[config.mk]
export PLATFORM = sky130hd
export DESIGN_NAME = layer5_writer
export DESIGN_NICKNAME = d
export VERILOG_FILES = /design/src/rtl/layer5_pkg.sv /design/src/rtl/layer5_packer.sv /design/src/rtl/layer5_writer.sv
export SDC_FILE = /design/constraint.sdc
export NUM_CORES = 1
export LEC_CHECK = 0
export CORE_MARGIN = 1.5
export CORE_UTILIZATION = 50
export CTS_CLUSTER_SIZE = 16
export DETAILED_ROUTE_END_ITERATION = 16
export PLACE_DENSITY = 0.88
export SLEW_MARGIN = 20
export SYNTH_ARGS = -nofsm -noshare
export SYNTH_HDL_FRONTEND = slang
export SYNTH_SLANG_ARGS = --single-unit
[constraint.sdc]
create_clock -name clk -period 3.7 [get_ports clk]
set_input_delay 0.555 -clock clk [delete_from_list [all_inputs] [get_ports clk]]
set_output_delay 0.555 -clock clk [all_outputs]
set_load 0.02 [all_outputs]
[src/rtl/layer5_pkg.sv]
// Shared constants and FSM state encoding for the layer-5 feature-map writer.
package layer5_pkg;
  localparam int L5_DATA_W = 16;
  localparam int L5_LANES  = 8;
  localparam int L5_DEPTH  = 112;
  localparam int L5_ADDR_W = 7;

  typedef enum logic [1:0] {IDLE, PACK, WRITE, DONE} l5_state_e;
endpackage

[src/rtl/layer5_packer.sv]
// Packs LANES channel beats into one SRAM word, lane 0 in the LSBs.
// Build option: define LAYER5_RELU_EN to clamp negative beats to zero before packing.
module layer5_packer
  import layer5_pkg::*;
#(
  parameter int DATA_W = L5_DATA_W,
  parameter int LANES  = L5_LANES
) (
  input  logic                    clk,
  input  logic                    rst,
  input  logic                    i_clr,
  input  logic                    i_beat,
  input  logic [DATA_W-1:0]       i_data,
  output logic [LANES*DATA_W-1:0] o_word,
  output logic                    o_last,
  output logic                    o_word_full
);
  localparam int LW = (LANES > 1) ? $clog2(LANES) : 1;

  logic [LW-1:0]           r_lane;
  logic [LANES*DATA_W-1:0] r_word;
  logic                    r_full;
  logic [DATA_W-1:0]       w_data;
  logic                    w_last;

`ifdef LAYER5_RELU_EN
  assign w_data = i_data[DATA_W-1] ? '0 : i_data;
`else
  assign w_data = i_data;
`endif

  assign w_last = i_beat && (r_lane == LW'(LANES-1));

  // r_full is high for exactly the cycle after the closing beat: the write cycle.
  always_ff @(posedge clk) begin
    if (rst || i_clr) begin
      r_lane <= '0;
      r_word <= '0;
      r_full <= 1'b0;
    end else begin
      r_full <= w_last;
      if (i_beat) begin
        r_word[r_lane*DATA_W +: DATA_W] <= w_data;
        r_lane <= w_last ? '0 : r_lane + 1'b1;
      end
    end
  end

  assign o_word      = r_word;
  assign o_last      = w_last;
  assign o_word_full = r_full;
endmodule

[src/rtl/layer5_writer.sv]
// Streams signed channel beats into DEPTH packed words on SRAM port A.
// Build option: LAYER5_RELU_EN (handled in layer5_packer) zeroes negative beats.
module layer5_writer
  import layer5_pkg::*;
#(
  parameter int DATA_W = L5_DATA_W,
  parameter int LANES  = L5_LANES,
  parameter int DEPTH  = L5_DEPTH,
  parameter int ADDR_W = L5_ADDR_W
) (
  input  logic                    clk,
  input  logic                    rst,
  input  logic                    start,
  input  logic                    in_valid,
  output logic                    in_ready,
  input  logic [DATA_W-1:0]       in_data,
  output logic                    sram_wean,
  output logic                    sram_oea,
  output logic [ADDR_W-1:0]       sram_a,
  output logic [LANES*DATA_W-1:0] sram_dia,
  output logic                    busy,
  output logic                    done
);
  l5_state_e               r_state;
  logic [ADDR_W-1:0]       r_cnt;
  logic                    r_rdy;
  logic                    r_busy;
  logic                    r_done;
  logic                    w_beat;
  logic                    w_clr;
  logic                    w_last;
  logic                    w_full;
  logic [LANES*DATA_W-1:0] w_word;

  assign w_beat = in_valid && r_rdy;
  assign w_clr  = start && ((r_state == IDLE) || (r_state == DONE));

  layer5_packer #(.DATA_W(DATA_W), .LANES(LANES)) u_packer (
    .clk        (clk),
    .rst        (rst),
    .i_clr      (w_clr),
    .i_beat     (w_beat),
    .i_data     (in_data),
    .o_word     (w_word),
    .o_last     (w_last),
    .o_word_full(w_full)
  );

  always_ff @(posedge clk) begin
    if (rst) begin
      r_state <= IDLE;
      r_cnt   <= '0;
      r_rdy   <= 1'b0;
      r_busy  <= 1'b0;
      r_done  <= 1'b0;
    end else begin
      case (r_state)
        IDLE, DONE: if (start) begin
          r_state <= PACK;
          r_cnt   <= '0;
          r_rdy   <= 1'b1;
          r_busy  <= 1'b1;
          r_done  <= 1'b0;
        end
        PACK: if (w_last) begin
          r_state <= WRITE;
          r_rdy   <= 1'b0;
        end
        WRITE: begin
          // Counter stops at DEPTH-1 so the address never leaves the map.
          if (r_cnt < ADDR_W'(DEPTH-1)) begin
            r_state <= PACK;
            r_cnt   <= r_cnt + 1'b1;
            r_rdy   <= 1'b1;
          end else begin
            r_state <= DONE;
            r_busy  <= 1'b0;
            r_done  <= 1'b1;
          end
        end
        default: r_state <= IDLE;
      endcase
    end
  end

  assign in_ready  = r_rdy;
  assign sram_wean = ~(w_full && (r_state == WRITE));
  assign sram_oea  = 1'b0;
  assign sram_a    = r_cnt;
  assign sram_dia  = w_word;
  assign busy      = r_busy;
  assign done      = r_done;
endmodule

==> flow_summary_export.csv <==
group,metric,value,unit
synthesis,synth_top_flop_cell,"dfxtp_1",
final_layout,postLayoutCoreUtil,71.1,%
setup_path,cpPeakStageDelay,0.90,ns
global_routing,grt_pass1_wl,26600,um
final_layout,syn_to_final_growth,36.4,%
run_status,status,"finished clean",
setup_path,reg2reg_slack,0.78,ns
setup_path,crit_arrival,3.25,ns
power,p_int,2530,uW
clock_tree,cts_buffers,17,
synthesis,synthTopCellsByArea,"dfxtp_1, a21oi_1, nand3_1, nand2_1, clkbuf_1",
drt,vias_per_cell,5.94,
setup_path,path_class,"flip-flop to flip-flop",
die,dieArea,0.0122,mm2
setup_path,path_buf_inv,1,
power,p_comb_share,6.6,%
clock_tree,clkSlewWorstSetupHoldPaths,0.06,ns
clock_tree,holdBufCountCts,0,
timing,maxClockFrequency,342,MHz
clock_tree,htree_levels,4,
timing,tns,0,ns
synthesis,synth_common_cells,"dfxtp_1, nand2_1, a21oi_1, nand3_1, clkbuf_1",
global_routing,grt_max_degree,61,
setup_path,slowest_stage,"nor2_1",
timing,rsz0062_at_grt,"no",
timing,period_share,78.9,%
die,initial_utilization,52.2,%
setup_path,crit_top_cell,"ha_1",
setup_path,worstRegToRegCells,7,
synthesis,synth.cell_area,0.00575,mm2
global_routing,grt_pass1_vias,5255,
timing,tightest_slew,1.14,ns
drt,totalWireLength,17700,um
placement,hpwl,11700,um
timing,slew-limit-headroom,23.9,%
setup_path,crit_path_end_kind,"flip-flop",
synthesis,synth_edf_count,0,
power,leakage,0.00259,uW
final_layout,antenna_cells,0,
setup_path,cp.required,4.03,ns
synthesis,synth_top_cell_area_share,50.1,%
die,core,0.0110,mm2
setup_path,cp.depth,7,
min_path,hold_class,"flip-flop to flip-flop",
power,pwr-share-clk,47.1,%
synthesis,synthCells,706,
synthesis,yosysWarningCount,0,
setup_path,crit_end,"u_packer.o_word[35]$_SDFFE_PP0P_",
placement,portBuffers,158,
timing,finalHoldViolations,0,
power,power.switching,869,uW
setup_path,regToRegStartpoint,"u_packer.r_lane[1]$_SDFFE_PP0P_",
setup_path,crit_fanout,16,
flow_run,cap_violations,0,
power,share_seq_of_total_power,46.3,%
synthesis,ys_ff_latch,144,
global_routing,antenna_found_initial,0,
power,ir_drop,246,uV
clock_tree,clockBufferDepth,2,
global_routing,grtUsageTotal,28.8,%
drt,ant_nets,0,
setup_path,cp_cell_sequence,"inv_1 > ha_1 > ha_1 > o31ai_4 > nor2_1 > nand3_1 > a21oi_1",
die,die_h,110,um
power,p_per_area,433,mW/mm2
global_routing,grt_overflow,0,
synthesis,syn_nets,736,
final_layout,num-nets-final,850,
clock_tree,post_cts_buffers,0,
power,power.share.switching,25.6,%
synthesis,yosys.cell_count.top_type,"dfxtp_1",
drt,drc_errors,0,
clock_tree,clk_latency,0.42,ns
synthesis,synth.avg_cell_area,8.15,um2
synthesis,synthArstFlopShare,0,%
timing,setup_violations,0,
synthesis,synth-seq-area-share,50.1,%
drt,vias,5776,
synthesis,synth_top_area_cell,"dfxtp_1",
clock_tree,root_buffer,"clkbuf_16",
timing,skew,0.0141,ns
drt,firstDrtPassIters,6,
drt,dr.first_iter.drc_count,499,
drt,post_drt_wl_per_cell,18.2,um
clock_tree,tritoncts,"built",
placement,place_congestion,0.820,
timing,final_max_slew_viol_count,0,
clock_tree,clock_sinks,144,
synthesis,synth_cell_types,41,
timing,fin_crit,2.92,ns
final_layout,drive_gt1_share,6.36,%
setup_path,critical_path.top_delay_family,"simple AND/OR/NAND/NOR gates",
setup_path,start_kind,"flip-flop",
setup_path,crit_path_start,"u_packer.r_lane[1]$_SDFFE_PP0P_",
die,rows,38,
min_path,hold_depth,2,
clock_tree,postCtsResizedCells,0,
die,ioPinCount,160,
setup_path,r2r_end,"u_packer.o_word[35]$_SDFFE_PP0P_",
die,dieWidth,110,um
-- metrics by stage --
step | setup slack [ns] | hold WS, ns | cell area, um2 | std cells | total power [uW]
after global placement | 1.01 | 0.441 | 7280 | 941 | 1810
after global routing | 0.614 | 0.469 | 7850 | 973 | 3490
after CTS | 0.902 | 0.452 | 7840 | 973 | 3400
after floorplan | 1.17 | 0.487 | 5750 | 706 | 1740
final | 0.780 | 0.454 | 7850 | 973 | 3400
after detailed placement | 0.901 | 0.444 | 7280 | 941 | 1820
-- cells in the final DEF, fill, tap and decap left out, types with 10 or more instances in the layout --
cell type,count
clkbuf_16,17
nand2_1,122
nor2_1,28
dfxtp_1,144
mux2i_1,17
a21oi_1,118
nand4_1,17
nand3_1,109
ha_1,10
clkdlybuf4s50_1,158
-- per-layer routing --
layer  part of all wire (%)  vias to the layer above  wire [um]  GRT usage [%]
met5                      0                        -          0              0
met4                    4.9                        0        863           14.7
met3                    9.1                       67       1610           6.82
met2                     48                      335       8540           46.9
met1                     38                     2716       6740           35.5
li1                       -                     2658          -              -
-- state kept, by name, summed over array words and instances (netlist names) --
register,count
u_packer.o_word,128
u_packer.o_word_full,1
u_packer.r_lane,3
sram_a,7
in_ready,1
busy,1
done,1
r_state,2
-- cell type report --
class	count	area, um2
inverter	7	26.3
sequential	144	2880
clock inverter	14	120
fill	788	3190
timing repair buffer	166	1640
tap	140	175
clock buffer	18	439
multi-input combinational	484	2560
-- worst reg2reg max path: stages, from the launching register on --
cell	delay (ns)
dfxtp_1	0.51
inv_1	0.13
ha_1	0.22
ha_1	0.46
o31ai_4	0.18
nor2_1	0.90
nand3_1	0.22
a21oi_1	0.20
-- cells by family after synthesis --
group	after synthesis	synth area share (%)
mux	17	2.96
simple gates	317	26.1
flops	144	50.1
buf+inv	78	5.65
other cells	1	0.0652
compound gates	139	12.9
fa+ha+maj	10	2.17
-- power by group through the flow --
stage,Combinational (uW),Sequential (uW),Clock [uW]
2_1_floorplan,129,1620,0
3_3_place_gp,210,1600,0
3_5_place_dp,217,1610,0
4_1_cts,220,1570,1610
5_1_grt,237,1570,1680
6_report,225,1570,1600
-- worst min path at each step --
stage,from,endpoint,slack [ns]
after floorplan,r_state[1]$_SDFFE_PP0P_,r_state[1]$_SDFFE_PP0P_,0.49
after detailed placement,u_packer.o_word[66]$_SDFFE_PP0P_,u_packer.o_word[66]$_SDFFE_PP0P_,0.44
after CTS,u_packer.o_word[66]$_SDFFE_PP0P_,u_packer.o_word[66]$_SDFFE_PP0P_,0.45
after global routing,u_packer.o_word[100]$_SDFFE_PP0P_,u_packer.o_word[100]$_SDFFE_PP0P_,0.47
final,u_packer.o_word[22]$_SDFFE_PP0P_,u_packer.o_word[22]$_SDFFE_PP0P_,0.45
after global placement,u_packer.o_word[66]$_SDFFE_PP0P_,u_packer.o_word[66]$_SDFFE_PP0P_,0.44
Power figures use the tool's default switching activity.
